--- src/rtl/alu_pipe_if.sv ---
// Handshake bundle between an ALU producer/consumer pair and alu_pipe.
// The master drives operands and out_ready; the slave (the ALU) drives results.
interface alu_pipe_if #(
  parameter int WIDTH = 8
);
  logic             in_valid;
  logic             in_ready;
  logic [WIDTH-1:0] A;
  logic [WIDTH-1:0] B;
  logic [2:0]       Sel;
  logic             out_valid;
  logic             out_ready;
  logic [WIDTH-1:0] ALU_Out;
  logic [WIDTH-1:0] ALU_Out_hi;
  logic             flag_c;
  logic             flag_z;
  logic             flag_n;
  logic             flag_v;

  modport master (
    output in_valid, A, B, Sel, out_ready,
    input  in_ready, out_valid, ALU_Out, ALU_Out_hi,
           flag_c, flag_z, flag_n, flag_v
  );

  modport slave (
    input  in_valid, A, B, Sel, out_ready,
    output in_ready, out_valid, ALU_Out, ALU_Out_hi,
           flag_c, flag_z, flag_n, flag_v
  );
endinterface

--- src/rtl/alu_pipe.sv ---
// Registered ALU with valid/ready on both sides; single-cycle ops plus a
// WIDTH-step shift-add multiplier, results held until the consumer takes them.
module alu_pipe #(
  parameter int WIDTH = 8
) (
  input  logic     clk,
  input  logic     rst_n,
  alu_pipe_if.slave bus
);
  localparam int       CW      = (WIDTH > 2) ? $clog2(WIDTH) : 1;
  localparam logic [2:0] SEL_MUL = 3'b101;

  typedef enum logic [1:0] {IDLE, MUL_RUN, OUT_HOLD} state_t;

  state_t                 state_q;
  logic [WIDTH-1:0]       out_q;
  logic [WIDTH-1:0]       hi_q;
  logic                   c_q, z_q, n_q, v_q;
  logic [WIDTH-1:0]       mcand_q;
  logic [2*WIDTH-1:0]     prod_q;
  logic [CW-1:0]          cnt_q;

  logic                   accept;
  logic [WIDTH:0]         sum_d;
  logic [WIDTH:0]         diff_d;
  logic [WIDTH-1:0]       res_d;
  logic                   c_d, v_d;
  logic [WIDTH:0]         step_sum;
  logic [2*WIDTH-1:0]     step_prod;

  assign bus.in_ready   = (state_q == IDLE) || ((state_q == OUT_HOLD) && bus.out_ready);
  assign bus.out_valid  = (state_q == OUT_HOLD);
  assign bus.ALU_Out    = out_q;
  assign bus.ALU_Out_hi = hi_q;
  assign bus.flag_c     = c_q;
  assign bus.flag_z     = z_q;
  assign bus.flag_n     = n_q;
  assign bus.flag_v     = v_q;

  assign accept = bus.in_valid && bus.in_ready;

  always_comb begin
    sum_d  = {1'b0, bus.A} + {1'b0, bus.B};
    diff_d = {1'b0, bus.A} - {1'b0, bus.B};
    res_d  = '0;
    c_d    = 1'b0;
    v_d    = 1'b0;
    case (bus.Sel)
      3'b000: begin
        res_d = sum_d[WIDTH-1:0];
        c_d   = sum_d[WIDTH];
        v_d   = (bus.A[WIDTH-1] == bus.B[WIDTH-1]) && (sum_d[WIDTH-1] != bus.A[WIDTH-1]);
      end
      3'b001: begin
        // The extra top bit of the widened difference is the borrow.
        res_d = diff_d[WIDTH-1:0];
        c_d   = diff_d[WIDTH];
        v_d   = (bus.A[WIDTH-1] != bus.B[WIDTH-1]) && (diff_d[WIDTH-1] != bus.A[WIDTH-1]);
      end
      3'b010: res_d = bus.A & bus.B;
      3'b011: res_d = bus.A | bus.B;
      3'b100: res_d = bus.A ^ bus.B;
      3'b110: begin
        res_d = {bus.A[WIDTH-2:0], 1'b0};
        c_d   = bus.A[WIDTH-1];
      end
      3'b111: begin
        res_d = {1'b0, bus.A[WIDTH-1:1]};
        c_d   = bus.A[0];
      end
      default: ;
    endcase
  end

  // Multiplier step: multiplier sits in the low half and is shifted out as
  // the accumulated high half shifts in from above.
  assign step_sum  = {1'b0, prod_q[2*WIDTH-1:WIDTH]} + (prod_q[0] ? {1'b0, mcand_q} : '0);
  assign step_prod = {step_sum, prod_q[WIDTH-1:1]};

  always_ff @(posedge clk or negedge rst_n) begin
    if (!rst_n) begin
      state_q <= IDLE;
      out_q   <= '0;
      hi_q    <= '0;
      c_q     <= 1'b0;
      z_q     <= 1'b0;
      n_q     <= 1'b0;
      v_q     <= 1'b0;
      mcand_q <= '0;
      prod_q  <= '0;
      cnt_q   <= '0;
    end else if (accept) begin
      if (bus.Sel == SEL_MUL) begin
        mcand_q <= bus.A;
        prod_q  <= {{WIDTH{1'b0}}, bus.B};
        cnt_q   <= CW'(WIDTH - 1);
        state_q <= MUL_RUN;
      end else begin
        out_q   <= res_d;
        hi_q    <= '0;
        c_q     <= c_d;
        z_q     <= (res_d == '0);
        n_q     <= res_d[WIDTH-1];
        v_q     <= v_d;
        state_q <= OUT_HOLD;
      end
    end else begin
      case (state_q)
        MUL_RUN: begin
          prod_q <= step_prod;
          cnt_q  <= cnt_q - 1'b1;
          if (cnt_q == '0) begin
            out_q   <= step_prod[WIDTH-1:0];
            hi_q    <= step_prod[2*WIDTH-1:WIDTH];
            c_q     <= |step_prod[2*WIDTH-1:WIDTH];
            z_q     <= (step_prod[WIDTH-1:0] == '0);
            n_q     <= step_prod[WIDTH-1];
            v_q     <= 1'b0;
            state_q <= OUT_HOLD;
          end
        end
        OUT_HOLD: if (bus.out_ready) state_q <= IDLE;
        default: ;
      endcase
    end
  end
endmodule

--- src/flat_wrapper.sv ---
// flat-port wrapper written by rule: the top's interface ports become plain ports
module alu_pipe_flat 
#(
  parameter int WIDTH = 8
)
  (clk, rst_n, bus_in_valid, bus_A, bus_B, bus_Sel, bus_out_ready, bus_in_ready, bus_out_valid, bus_ALU_Out, bus_ALU_Out_hi, bus_flag_c, bus_flag_z, bus_flag_n, bus_flag_v);
  alu_pipe_if #(.WIDTH(WIDTH)) bus_i ();
  input  logic clk;
  input  logic rst_n;
  input wire logic [$bits(bus_i.in_valid)-1:0] bus_in_valid;
  input wire logic [$bits(bus_i.A)-1:0] bus_A;
  input wire logic [$bits(bus_i.B)-1:0] bus_B;
  input wire logic [$bits(bus_i.Sel)-1:0] bus_Sel;
  input wire logic [$bits(bus_i.out_ready)-1:0] bus_out_ready;
  output wire logic [$bits(bus_i.in_ready)-1:0] bus_in_ready;
  output wire logic [$bits(bus_i.out_valid)-1:0] bus_out_valid;
  output wire logic [$bits(bus_i.ALU_Out)-1:0] bus_ALU_Out;
  output wire logic [$bits(bus_i.ALU_Out_hi)-1:0] bus_ALU_Out_hi;
  output wire logic [$bits(bus_i.flag_c)-1:0] bus_flag_c;
  output wire logic [$bits(bus_i.flag_z)-1:0] bus_flag_z;
  output wire logic [$bits(bus_i.flag_n)-1:0] bus_flag_n;
  output wire logic [$bits(bus_i.flag_v)-1:0] bus_flag_v;
  assign bus_i.in_valid = bus_in_valid;
  assign bus_i.A = bus_A;
  assign bus_i.B = bus_B;
  assign bus_i.Sel = bus_Sel;
  assign bus_i.out_ready = bus_out_ready;
  assign bus_in_ready = bus_i.in_ready;
  assign bus_out_valid = bus_i.out_valid;
  assign bus_ALU_Out = bus_i.ALU_Out;
  assign bus_ALU_Out_hi = bus_i.ALU_Out_hi;
  assign bus_flag_c = bus_i.flag_c;
  assign bus_flag_z = bus_i.flag_z;
  assign bus_flag_n = bus_i.flag_n;
  assign bus_flag_v = bus_i.flag_v;
  alu_pipe #(.WIDTH(WIDTH)) u_core (.clk(clk), .rst_n(rst_n), .bus(bus_i));
endmodule
--- config.mk ---
export PLATFORM = sky130hd
export DESIGN_NAME = alu_pipe_flat
export DESIGN_NICKNAME = d
export VERILOG_FILES = /design/src/rtl/alu_pipe_if.sv /design/src/rtl/alu_pipe.sv /design/src/flat_wrapper.sv
export SDC_FILE = /design/constraint.sdc
export NUM_CORES = 1
export LEC_CHECK = 0
export BUFFER_PORTS_ARGS = -buffer_cell sky130_fd_sc_hd__buf_4
export CAP_MARGIN = 20
export CORE_MARGIN = 4
export CORE_UTILIZATION = 40
export CTS_CLUSTER_DIAMETER = 60
export DETAILED_ROUTE_END_ITERATION = 16
export MAX_ROUTING_LAYER = met4
export PLACE_DENSITY = 0.63
export SLEW_MARGIN = 20
export SYNTH_ARGS = -nofsm -noshare
export SYNTH_HDL_FRONTEND = slang
export SYNTH_SLANG_ARGS = --single-unit
--- constraint.sdc ---
create_clock -name clk -period 7.1 [get_ports clk]
set_input_delay 0.355 -clock clk [delete_from_list [all_inputs] [get_ports clk]]
set_output_delay 0.355 -clock clk [all_outputs]
set_load 0.03 [all_outputs]
==> Yosys cells after proc, flatten, opt, wreduce, memory -nomap -nowiden <==
Index checks and enable logic that the tools add are counted.
{ "classes": {"bitwise": 3, "n_addsub": 4, "n_reduce_logical": 18, "div": 0, "shifts": 0, "mux": 39, "mul": 0, "n_eq_ne": 17, "magnitude_cmp": 0} }
{ "ops": {"columns": ["operator", "count"], "rows": [
  ["8-bit two-way mux", 9],
  ["8-bit case mux with 7 select lines", 1],
  ["16-bit two-way mux", 3],
  ["8-bit zero test", 2],
  ["1-bit two-way mux", 16],
  ["3-bit == test (second input constant)", 4],
  ["8-bit by 8-bit adder with 9-bit output", 1],
  ["8-bit by 9-bit adder with 9-bit output", 1],
  ["3-bit two-way mux", 3],
  ["8-bit by 8-bit subtractor with 9-bit output", 1],
  ["8-bit bitwise AND", 1],
  ["2-bit two-way mux", 4],
  ["8-bit OR", 1],
  ["8-bit OR reduction", 1],
  ["8-bit XOR", 1],
  ["3-bit by 2-bit == test with 1-bit output (second input constant)", 2],
  ["3-bit zero test", 2],
  ["3-bit AND reduction", 2],
  ["1-bit logical AND", 4],
  ["2-bit inequality test (second input constant)", 2],
  ["1-bit case mux with 4 select lines", 1],
  ["2-bit case mux with 2 select lines", 1],
  ["2-bit AND reduction", 2],
  ["2-bit nonzero test", 2],
  ["12 further kinds", 14]
]} }
{ "word_totals": {"ff_bits": 49, "word_cells": 91, "inputBits": 23, "ram_bits": 0, "latch_bits": 0, "mem_count": 0, "romBits": 0} }

==> Logic depth before layout (Yosys ltp) <==
{ "depth": {"depth_word": 6, "ltp_mapped": 11} }

==> Worst setup path before layout <==
No wires, ideal clock.
{ "synth_timing": {"kind": "flip-flop to flip-flop", "from": "reg u_core.state_q[0]", "to": "reg u_core.z_q, in the netlist u_core.bus.flag_z", "t_required_ps": 7008, "path_slack_ps": 4377, "setup_ps": 92, "stages_incl_launch_ff": 11, "n_path_buf": 1, "period_less_slack_ps": 2723, "t_arrival_ps": 2631, "cell_sequence": "dfrtp_1 > inv_1 > ha_1 > a21o_1 > and2_4 > buf_6 > nor2_8 > a21oi_2 > or4_1 > or4_1 > o31ai_2"} }
{ "synth_between": {"elab_chain_len": 6, "elab_cells_between_ends": 11, "classes_between": "3 x eq/ne; 1 x mux; 7 x reduce/logical"} }
{ "synth_rtl": {"columns": ["element", "line", "source"], "rows": [
  ["start: declaration", "alu_pipe.sv:15", "state_t state_q;"],
  ["start signal: assignment", "alu_pipe.sv:82", "state_q <= IDLE;"],
  ["start signal: assignment", "alu_pipe.sv:97", "state_q <= MUL_RUN;"],
  ["start signal: assignment", "alu_pipe.sv:105", "state_q <= OUT_HOLD;"],
  ["2-bit == test (*)", null, null],
  ["named net bus_out_valid", "flat_wrapper.sv:16", "output wire logic [$bits(bus_i.out_valid)-1:0] bus_out_valid;"],
  ["1-bit logical AND (*)", "alu_pipe.sv:31", "assign bus.in_ready = (state_q == IDLE) || ((state_q == OUT_HOLD) && bus.out_ready);"],
  ["1-bit logical OR (*)", "alu_pipe.sv:31", null],
  ["named net bus_in_ready", "flat_wrapper.sv:15", "output wire logic [$bits(bus_i.in_ready)-1:0] bus_in_ready;"],
  ["1-bit logical AND (*)", "alu_pipe.sv:40", "assign accept = bus.in_valid && bus.in_ready;"],
  ["2-bit inequality test (no line) / 2-bit nonzero test (equally long branches)", null, null],
  ["3-bit AND reduction (no line)", null, null],
  ["end signal: assignment", "alu_pipe.sv:102", "z_q <= (res_d == '0);"],
  ["end signal: assignment", "alu_pipe.sv:116", "z_q <= (step_prod[WIDTH-1:0] == '0);"],
  ["end: declaration", "alu_pipe.sv:18", "logic c_q, z_q, n_q, v_q;"]
]} }
The timed path passes the listed nets; every way through them passes the cells marked *.
A chain may end at the register's enable or synchronous reset.

==> Worst setup path after layout <==
{ "layout_timing": {"from": "reg u_core.state_q[0]", "to": "reg u_core.z_q, in the netlist u_core.bus.flag_z"} }
{ "layout_between": {"elab_chain_len": 6, "elab_cells_between_ends": 11, "classes_between": "3 x eq/ne; 1 x mux; 7 x reduce/logical"} }
{ "layout_rtl": {"columns": ["element", "line"], "rows": [
  ["2-bit == test", "alu_pipe.sv:31"],
  ["1-bit logical AND", "alu_pipe.sv:31"],
  ["1-bit logical OR", "alu_pipe.sv:31"],
  ["1-bit logical AND", "alu_pipe.sv:40"],
  ["2-bit inequality test (no line) / 2-bit nonzero test (equally long branches)", null],
  ["3-bit AND reduction (no line)", null]
]} }
Parallel ways exist; a longest one is shown, timed or not.

==> flow_summary.yaml <==
die:
  coreArea_um2: 9240
  io_pins: 45
  initial_core_util: 0.410
  rows: 35
  die-area_um2: 11100
  die_y_um: 105
  die_width_um: 105
synthesis:
  synthMuxAreaShare: 0.0601
  yosysUniqueCellTypes: 55
  synth_xor_area_frac: 0.0254
  async_flop_share: 1.00
  synth_edf_count: 0
  syn_avg_cell_area_um2: 8.61
  synth-simple-area-share: 0.163
  syn_area_um2: 3790
  ys_warn_count: 0
  synth_top_family_by_area: "compound AO/OA/AOI/OAI gates"
  yosys_register_bits: 48
  syn_inst: 440
  synth-compound-area-share: 0.231
  yosysSeqAreaShare: 0.317
  synth_nets: 504
  synthAdderAreaFrac: 0.141
  ys.flop_type: "dfrtp_1"
route:
  remaining_drc_errors: 0
  drt-total-wl_mm: 9.99
  first_pass_iters: 4
  viasPerCell: 5.49
  wl_per_cell_um: 16.7
  drt-initial-drc-count: 145
  ant_nets: 0
  vias: 3291
power_and_ir_drop:
  internal_power_mw: 0.694
  total_power_mw: 1.16
  p_leak_nw: 2.12
  p_sw_frac: 0.402
  switchingPower_mw: 0.466
  p_seq_frac: 0.359
  peakVddDrop_mv: 0.133
  pwr-share-clk: 0.208
  p_comb_frac: 0.433
  power_density_nw_per_um2: 268
placed_design:
  place_inst: 591
  hpwl_mm: 7.68
  place_ws_ns: 4.15
  gp_congestion: 0.916
  portBuffers: 44
  placed_cell_area_um2: 4190
global_route:
  antenna_found_initial: 0
  grtUsageMet1: 0.277
  grt_pass1_wl_mm: 16.8
  gr-usage-met3: 0.0214
  grt_overflow: 0
  grt_usage: 0.192
  grt_pass1_vias: 3196
  grt_max_degree: 49
  globalRouteMet2Util: 0.289
  grt_busiest_layer: "met2"
clock_tree:
  cts-hold-fix-buffers: 0
  cts_resized: 0
  cts.sinks: 48
  htreeDepth: 2
  cts_tree: "yes"
  cts-root-buf: "clkbuf_8"
  numCtsBuffers: 5
  clkTransAtPathRegs_ns: 0.10
  clock_latency_ns: 0.31
  cts_setup_buffers: 0
  cts_max_path_buffers: 2
final_layout:
  finalNetCount: 533
  diodes: 0
  final_cells: 599
  areaGrowthSynthToFinish_pct: 14.2
  fin_area_um2: 4330
  fin_util: 0.468
  drive_above_1_share: 0.138
worst_hold_path:
  worstHoldPathType: "in -> async"
status:
  status: "completed"
flow_run:
  cap_viol_max_count: 0
sta:
  hold_viol: 0
  worst_slew_pin_slew_ns: 0.827
  fmax_ghz: 0.349
  slew_viol_final: 0
  setup_viol: 0
  period_share: 0.403
  rsz0062_at_grt: "false"
  hold_slack_ns: 0.0388
  finalSetupTns_ns: 0
  fin_crit_ns: 2.86
  skew_ns: 0.0122
  fin_ws_ns: 4.24
  relSlewSlack: 0.449
critical_path:
  critPathArrivalTime_ns: 3.08
  worstPathMaxFanout: 16
  required_ns: 7.32
  worstSetupPathType: "reg -> reg"
  startpoint_type: "flop"
  r2r_slack_ns: 4.24
  worstSetupEndpointType: "flop"
power groups by stage:
stage | registers (mW) | logic (mW) | clock network [mW]
finish | 0.416 | 0.502 | 0.242
global route | 0.427 | 0.557 | 0.255
CTS | 0.415 | 0.505 | 0.249
detailed placement | 0.420 | 0.503 | 0
global placement | 0.418 | 0.498 | 0
floorplan | 0.450 | 0.313 | 0
area by class of cell:
class / count / area, um^2
Clock buffer: 5 / 68.8
Clock inverter: 3 / 68.8
Fill cell: 932 / 4910
Inverter: 36 / 135
Multi-Input combinational cell: 333 / 2350
Sequential cell: 48 / 1200
Tap cell: 129 / 161
Timing Repair Buffer: 45 / 338
cell usage in the layout (no fill, tap or decap), drive strengths merged, types with 9 or more instances in the layout:
master / n
a21oi: 24
a22o: 12
and2: 9
buf: 45
dfrtp: 48
ha: 38
inv: 37
mux2i: 16
nand2: 56
nand3: 10
nor2: 24
o21ai: 41
xnor2: 9
worst max-delay path, stage by stage (launching register included):
cell     delay (ns)
dfrtp_1        0.39
inv_1          0.08
ha_1           0.23
a21o_1         0.19
and2_4         0.25
nor2_8         0.27
a21oi_2        0.21
or4_1          0.56
or4_1          0.42
o31ai_2        0.18
metal layers:
layer / vias to the layer above / routed length (um)
met3: 8 / 418
met2: 93 / 4490
li1: 1612 / -
met5: - / 0
met4: 0 / 106
met1: 1578 / 4980
sequential cells by signal, summed over array words and instances (netlist names):
signal,cells
u_core.prod_q,16
u_core.bus.flag_v,1
u_core.bus.ALU_Out_hi,8
u_core.bus.flag_z,1
u_core.bus.flag_c,1
u_core.bus.ALU_Out,8
u_core.cnt_q,3
u_core.mcand_q,8
u_core.state_q,2
synth_stat cells (5+ instances only):
| library cell | n | area, um^2 |
|---|---|---|
| a22o_1 | 12 | 105 |
| mux2i_1 | 16 | 160 |
| a31oi_1 | 6 | 37.5 |
| xnor2_1 | 9 | 78.8 |
| and2_1 | 8 | 50.1 |
| inv_1 | 32 | 120 |
| o21bai_1 | 5 | 37.5 |
| nor2_1 | 23 | 86.3 |
| clkbuf_1 | 17 | 63.8 |
| nand2_1 | 56 | 210 |
| dfrtp_1 | 48 | 1200 |
| nor2b_1 | 7 | 43.8 |
| o21ai_0 | 40 | 200 |
| ha_1 | 38 | 475 |
| a21oi_1 | 23 | 115 |
| nand3_1 | 10 | 50.1 |
| o211ai_1 | 5 | 37.5 |
| a21o_1 | 7 | 52.6 |
path summary, 6_finish.rpt:
| check | startpoint | end | cells after the start |
|---|---|---|---|
| hold / removal | rst_n | u_core.bus.ALU_Out_hi[2] | 1 |
| max in group asynchronous | rst_n | u_core.bus.flag_v | 1 |
| setup / recovery | u_core.state_q[0] | u_core.bus.flag_z | 9 |
| setup reg to reg | u_core.state_q[0] | u_core.bus.flag_z | 9 |
| hold reg to reg | u_core.mcand_q[5] | u_core.mcand_q[5] | 2 |
| min in group clk | bus_B[6] | u_core.prod_q[6] | 3 |
cell families after synthesis:
logic type | after synthesis
buffers and inverters | 59
XOR/XNOR | 11
multiplexers | 19
flip-flops | 48
adder cells (fa/ha/maj) | 41
AND/OR/NAND/NOR | 129
AO/OA/AOI/OAI | 133
Note: power is estimated with default switching activity, not from simulation.
